$ cat config.mk
export PLATFORM = sky130hd
export DESIGN_NAME = fetch_unit
export DESIGN_NICKNAME = d
export VERILOG_FILES = /design/src/rtl/fetch_unit_pkg.sv /design/src/rtl/fetch_aligner.sv /design/src/rtl/fetch_unit.sv
export SDC_FILE = /design/constraint.sdc
export NUM_CORES = 1
export LEC_CHECK = 0
export BUFFER_PORTS_ARGS = -buffer_cell sky130_fd_sc_hd__buf_2
export CORE_AREA = 2 2 233 235
export DETAILED_ROUTE_END_ITERATION = 7
export DIE_AREA = 0 0 235 237
export SKIP_LAST_GASP = 1
export SLEW_MARGIN = 0
export SYNTH_ARGS = -nofsm -noshare
export SYNTH_HDL_FRONTEND = slang
export SYNTH_SLANG_ARGS = --single-unit
export TNS_END_PERCENT = 30
$ cat constraint.sdc
create_clock -name clock -period 8.6 [get_ports clock]
set_input_delay 0.43 -clock clock [delete_from_list [all_inputs] [get_ports clock]]
set_output_delay 0.43 -clock clock [all_outputs]
set_load 0.005 [all_outputs]
$ cat src/rtl/fetch_unit_pkg.sv
// Shared fetch types: the packet pushed into the instruction buffer and the default fetch width.
// Also holds a small helper used to clamp push counts.
package fetch_unit_pkg;

  localparam int FETCH_WIDTH_DEFAULT = 4;

  typedef struct packed {
    logic [31:0] PC;
    logic [31:0] inst;
    logic [31:0] NPC;
    logic        valid;
  } FETCH_PACKET;

  function automatic int unsigned umin(input int unsigned a, input int unsigned b);
    return (a < b) ? a : b;
  endfunction

endpackage

$ cat src/rtl/fetch_aligner.sv
// Combinational: turns a held I-cache line plus the PC's word offset into an oldest-first packet array.
// Zero latency, no state; the caller masks entries beyond its push count.
module fetch_aligner
  import fetch_unit_pkg::*;
#(
  parameter int  FETCH_WIDTH = FETCH_WIDTH_DEFAULT,
  localparam int OW          = $clog2(FETCH_WIDTH),
  localparam int CW          = $clog2(FETCH_WIDTH + 1)
) (
  input  logic [FETCH_WIDTH-1:0][31:0] line_i,
  input  logic [31:0]                  base_pc_i,
  input  logic [OW-1:0]                offset_i,
  output FETCH_PACKET [FETCH_WIDTH-1:0] pkt_o,
  output logic [CW-1:0]                remaining_o
);

  assign remaining_o = CW'(FETCH_WIDTH) - CW'(offset_i);

  always_comb begin
    for (int i = 0; i < FETCH_WIDTH; i++) begin
      pkt_o[i] = '0;
      if (i < int'(remaining_o)) begin
        pkt_o[i].PC    = base_pc_i + 32'(4 * i);
        pkt_o[i].inst  = line_i[OW'(i + int'(offset_i))];
        pkt_o[i].NPC   = base_pc_i + 32'(4 * i + 4);
        pkt_o[i].valid = 1'b1;
      end
    end
  end

endmodule

$ cat src/rtl/fetch_unit.sv
// Fetch stage: PC, line requests to the I-cache, hold buffer, pushes into the IB; FETCH_PERF_EN adds counters.
// First push one cycle after the response; pushes capped by ib_available_slots, redirect squashes everything.
module fetch_unit
  import fetch_unit_pkg::*;
#(
  parameter int          FETCH_WIDTH = FETCH_WIDTH_DEFAULT,
  parameter logic [31:0] RESET_PC    = 32'h0,
  localparam int         OW          = $clog2(FETCH_WIDTH),
  localparam int         CW          = $clog2(FETCH_WIDTH + 1)
) (
  input  logic                          clock,
  input  logic                          reset,
  input  logic                          redirect_valid,
  input  logic [31:0]                   redirect_pc,
  input  logic [CW-1:0]                 ib_available_slots,
  output logic [CW-1:0]                 num_pushes,
  output FETCH_PACKET [FETCH_WIDTH-1:0] new_ib_entry,
  output logic                          icache_req_valid,
  output logic [31:0]                   icache_req_addr,
  input  logic                          icache_req_ready,
  input  logic                          icache_rsp_valid,
  input  logic [FETCH_WIDTH-1:0][31:0]  icache_rsp_data
`ifdef FETCH_PERF_EN
  ,
  output logic [31:0]                   perf_fetched_count,
  output logic [31:0]                   perf_stall_cycles
`endif
);

  localparam int LB = OW + 2;

  typedef enum logic [1:0] {S_REQ, S_WAIT, S_HOLD} state_e;

  state_e                       state_q, state_d;
  logic [31:0]                  pc_q, pc_d;
  logic                         stale_q, stale_d;
  logic [FETCH_WIDTH-1:0][31:0] hold_q, hold_d;

  FETCH_PACKET [FETCH_WIDTH-1:0] aligned;
  logic [CW-1:0]                 remaining;
  logic [CW-1:0]                 push_n;
  logic [31:0]                   redirect_pc_al;

  assign redirect_pc_al = {redirect_pc[31:2], 2'b00};

  fetch_aligner #(.FETCH_WIDTH(FETCH_WIDTH)) u_aligner (
    .line_i      (hold_q),
    .base_pc_i   (pc_q),
    .offset_i    (pc_q[LB-1:2]),
    .pkt_o       (aligned),
    .remaining_o (remaining)
  );

  always_comb begin
    push_n = '0;
    if (state_q == S_HOLD && !redirect_valid && !reset) begin
      push_n = CW'(umin(int'(remaining), int'(ib_available_slots)));
    end
  end

  always_ff @(posedge clock or posedge reset) begin
    if (reset) begin
      state_q <= S_REQ;
      pc_q    <= RESET_PC;
      stale_q <= 1'b0;
      hold_q  <= '0;
    end else begin
      state_q <= state_d;
      pc_q    <= pc_d;
      stale_q <= stale_d;
      hold_q  <= hold_d;
    end
  end

  always_comb begin
    state_d = state_q;
    pc_d    = pc_q;
    stale_d = stale_q;
    hold_d  = hold_q;
    case (state_q)
      S_REQ: begin
        if (redirect_valid) begin
          pc_d = redirect_pc_al;
        end else if (icache_req_ready) begin
          state_d = S_WAIT;
        end
      end
      S_WAIT: begin
        // A response can never be reclaimed once requested, so a redirect here only marks it stale.
        if (redirect_valid) begin
          pc_d = redirect_pc_al;
          if (icache_rsp_valid) begin
            stale_d = 1'b0;
            state_d = S_REQ;
          end else begin
            stale_d = 1'b1;
          end
        end else if (icache_rsp_valid) begin
          if (stale_q) begin
            stale_d = 1'b0;
            state_d = S_REQ;
          end else begin
            hold_d  = icache_rsp_data;
            state_d = S_HOLD;
          end
        end
      end
      S_HOLD: begin
        if (redirect_valid) begin
          pc_d    = redirect_pc_al;
          hold_d  = '0;
          state_d = S_REQ;
        end else begin
          pc_d = pc_q + (32'(push_n) << 2);
          if (push_n == remaining) begin
            state_d = S_REQ;
          end
        end
      end
      default: state_d = S_REQ;
    endcase
  end

  always_comb begin
    icache_req_valid = (state_q == S_REQ) && !redirect_valid && !reset;
    icache_req_addr  = {pc_q[31:LB], {LB{1'b0}}};
    num_pushes       = push_n;
    for (int i = 0; i < FETCH_WIDTH; i++) begin
      new_ib_entry[i] = (i < int'(push_n)) ? aligned[i] : '0;
    end
  end

`ifdef FETCH_PERF_EN
  logic [31:0] fetched_q, fetched_d;
  logic [31:0] stall_q, stall_d;
  logic [32:0] fetched_sum;
  logic        stall_cycle;

  assign stall_cycle = (state_q == S_WAIT) ||
                       (state_q == S_HOLD && ib_available_slots == '0);

  always_comb begin
    fetched_sum = {1'b0, fetched_q} + 33'(push_n);
    fetched_d   = fetched_sum[32] ? '1 : fetched_sum[31:0];
    stall_d     = stall_q;
    if (stall_cycle && stall_q != '1) begin
      stall_d = stall_q + 32'd1;
    end
  end

  always_ff @(posedge clock or posedge reset) begin
    if (reset) begin
      fetched_q <= '0;
      stall_q   <= '0;
    end else begin
      fetched_q <= fetched_d;
      stall_q   <= stall_d;
    end
  end

  assign perf_fetched_count = fetched_q;
  assign perf_stall_cycles  = stall_q;
`endif

endmodule
==> summary.md <==
| Metric | Value |
|---|---|
| Area Growth Syn to Fin | `24.6%` |
| Die area | `55700 sq um` |
| Overall Global Routing Usage | `26.0%` |
| Ys Warns | `0` |
| CP Launch Type | `register` |
| Main synth FF type | `dfrtp_1` |
| Root Driver | `clkbuf_16` |
| Row cnt | `85` |
| Max clock buf depth | `2` |
| Hpwl dp | `54400 microns` |
| Netlist cell types | `71` |
| Crit-path max cell delay | `0.62 ns` |
| Largest family of logic cells by synthesized area | `compound AO/OA/AOI/OAI gates` |
| Multi-input gate area | `a little under 10000 sq um` |
| Vias/cell | `5.67` |
| Vias in the first global route | `roughly 16000` |
| Starting Density | `27.9%` |
| Simple-gate share of the synthesized area | `17.6%` |
| Synth Area in XOR/XNOR | `6.13%` |
| Pwr dens | `between 200 and 250 nW/um^2` |
| Status | `finished, final reports clean` |
| Area share of fa/ha/maj cells after synthesis | `1.40%` |
| Max_slew headroom | `17.4%` |
| Port buffer count | `roughly 570` |
| P_leak | `8.77 nW` |
| Synthesized instance count | `between 1500 and 2000` |
| Largest net degree at the start of global routing | `91` |
| Final hold vios | `0` |
| Syn_area_per_cell | `9.07 sq um` |
| Tcrit/Tclk final | `64.0%` |
| Seq cells post-synth | `161` |
| Setup tns final | `0 ns` |
| Asr flop ratio synth | `100%` |
| Layout Utilization | `34.7%` |
| Die Ht | `237 microns` |
| RePlAce Congestion | `0.965` |
| Cts repair resizes | `0` |
| CTS sink count | `about 160` |
| Critical path fanouts, max | `39` |
| Cts bufs inserted | `17` |
| TritonCTS clock tree | `built` |
| RSZ-0062 raised after global routing | `false` |
| IO Count | `a little under 600` |
| GRT overflow | `0` |
| Routed WL | `74000 microns` |
| Synth Cell Area | `14800 sq um` |
| DRT Pass-1 Iters | `5` |
| Post-CTS setup buffers | `0` |
| Compound-Gate Fraction of Synth Area | `19.5%` |
| Initial antenna violation count | `17` |
| Clk_skew | `0.00944 ns` |
| Commonest non-fill, non-tap cell in the layout | `buf_2` |
| Final Setup Violations | `0` |
| Setup crit end kind | `register` |
| Critical Path RT | `8.98 ns` |
| Register area | `4040 sq um` |
| DRC Markers | `0` |
| CORE AREA | `about 53000 sq um` |
| Maximum VDD drop | `0.000200 V` |
| Iteration-0 DRC Markers | `1197` |
| Sequential area share after synthesis | `between 20% and 30%` |
| Commonest non-fill, non-tap cells in the layout | `569 x buf_2, 242 x nor2_1, 159 x dfrtp_1` |
| Worst EP arrival | `between 5 and 6 ns` |
| Die X | `between 200 and 250 microns` |
| Max_cap viols | `0` |
| Wire per inst | `roughly 27 microns` |
| NumNets Final | `2247` |
| Crit Path Class | `register to register` |
| Cts hold-fix bufs | `0` |
| H-tree levels | `4` |
| Hold Crit Class | `primary input to asynchronous set/reset pin` |
| F_max | `182 MHz` |
| Crit-path cells | `inv_2 > buf_4 > ha_4 > ha_1 > a211o_1 > and3_1 > o21ai_4 > buf_4 > inv_1 > ha_1 > fa_1 > a21o_1 > nand2_1 > or3_1 > o31ai_1 > a22o_1` |
| Tmin final | `5.50 ns` |
| Post-route ant nets | `0` |
| Number of synthesized flops with an enable pin | `0` |
| Via count of the routed design | `15700` |
| Number of fill cells | `5535` |
| Final Max Slew Viols | `0` |
| Clock Pin Slew Worst Setup and Hold Paths | `0.07 ns` |
| Global-route wire length before repair | `108000 microns` |
| Least-Margin Pin Slew | `1.24 ns` |
| Share of post-route cells with drive strength above 1 | `38.5%` |
| Clk_lat worst skew | `0.49 ns` |
| Post-synthesis mux area share | `between 10% and 20%` |
| Slowest cell on crit path | `dfrtp_4` |
## flip-flops by register name (all words and copies together) (netlist names)
signal and flops:
hold_q 128, pc_q 30, stale_q 1, state_q 2
## worst max-delay path, delay by kind of cell, from the launching register on
kind                       cells  cell delay (ns)
adders and majority gates      4             1.62
buffers and inverters          4             1.22
AOI/OAI and AO/OA              5             1.06
and+or+nand+nor                3             0.86
DFF                            1             0.62
## layout make-up
class | count | area share (%)
clock buffer | 19 | 2.34
inverter | 40 | 0.838
antenna | 5 | 0.0676
sequential | 161 | 21.8
timing repair buffer | 606 | 17.0
tap | 696 | 4.71
clock inverter | 11 | 0.886
multi-input combinational | 1237 | 52.4
## cells in the mapped netlist (10+ instances only)
cell type | instances | area (sq um)
buf_4 | 55 | 413
inv_1 | 27 | 101
and3_1 | 39 | 244
a21oi_1 | 96 | 480
dfrtp_1 | 161 | 4030
clkinv_1 | 10 | 37.5
ha_1 | 15 | 188
nor2b_1 | 73 | 457
buf_2 | 56 | 280
clkbuf_1 | 84 | 315
nand2_1 | 58 | 218
a22o_1 | 130 | 1140
nor4_1 | 16 | 100
buf_1 | 17 | 63.8
mux4_2 | 96 | 2160
xnor2_1 | 102 | 893
nor3_1 | 23 | 115
nor2_1 | 244 | 916
o21ai_0 | 29 | 145
mux2i_1 | 36 | 360
nand4_1 | 26 | 163
a211oi_1 | 61 | 458
nand3_1 | 28 | 140
mux2_2 | 32 | 360
## worst paths after layout
path / startpoint / end / slack (ns) / depth (start not counted)
worst max-delay path: pc_q[2] / pc_q[22] / 3.10 / 16
worst min-delay path: reset / state_q[1] / 0.04 / 2
worst max register to register: pc_q[2] / pc_q[22] / 3.10 / 16
worst min register to register: stale_q / stale_q / 0.56 / 2
max in group asynchronous: reset / hold_q[68] / 6.55 / 4
min in group clock: icache_rsp_data[32] / hold_q[32] / 0.15 / 2
## power breakdown
part / switching (mW) / leakage (nW) / total [mW] / internal, mW
sequential: 0.506 / 2.04 / 1.59 / 1.08
clock: 0.350 / 0.289 / 0.829 / 0.480
combinational: 0.818 / 6.44 / 1.87 / 1.05
## kinds of logic (layout without fill, tap and decap cells)
kind of cell / count (synthesis) / after routing
other cells: 1 / 25
fa+ha+maj: 16 / 16
buf+inv: 259 / 676
mux: 164 / 164
simple gates: 540 / 540
xor+xnor: 104 / 104
flops: 161 / 161
compound gates: 393 / 393
## through the flow
stage / setup WS (ns) / cells / power (mW) / hold WS [ns] / area [sq um]
3_3_place_gp: 3.13 / 2740 / 3.39 / 0.533 / 17900
5_1_grt: 2.85 / 2772 / 4.52 / 0.0661 / 18500
4_1_cts: 3.09 / 2770 / 4.29 / 0.0372 / 18500
3_5_place_dp: 3.11 / 2740 / 3.45 / 0.550 / 17900
6_report: 3.10 / 2775 / 4.29 / 0.0383 / 18500
2_1_floorplan: 3.82 / 1657 / 2.87 / 0.492 / 14900
## routing by layer
metal / vias up / global-route usage, % / wire [microns]
met2: 894 / 45.2 / 37400
met5: - / 0 / 88
met3: 167 / 6.87 / 6170
met4: 14 / 13.9 / 3990
li1: 6806 / - / -
met1: 7847 / 29.0 / 26300
(Power assumes the default switching activity.)
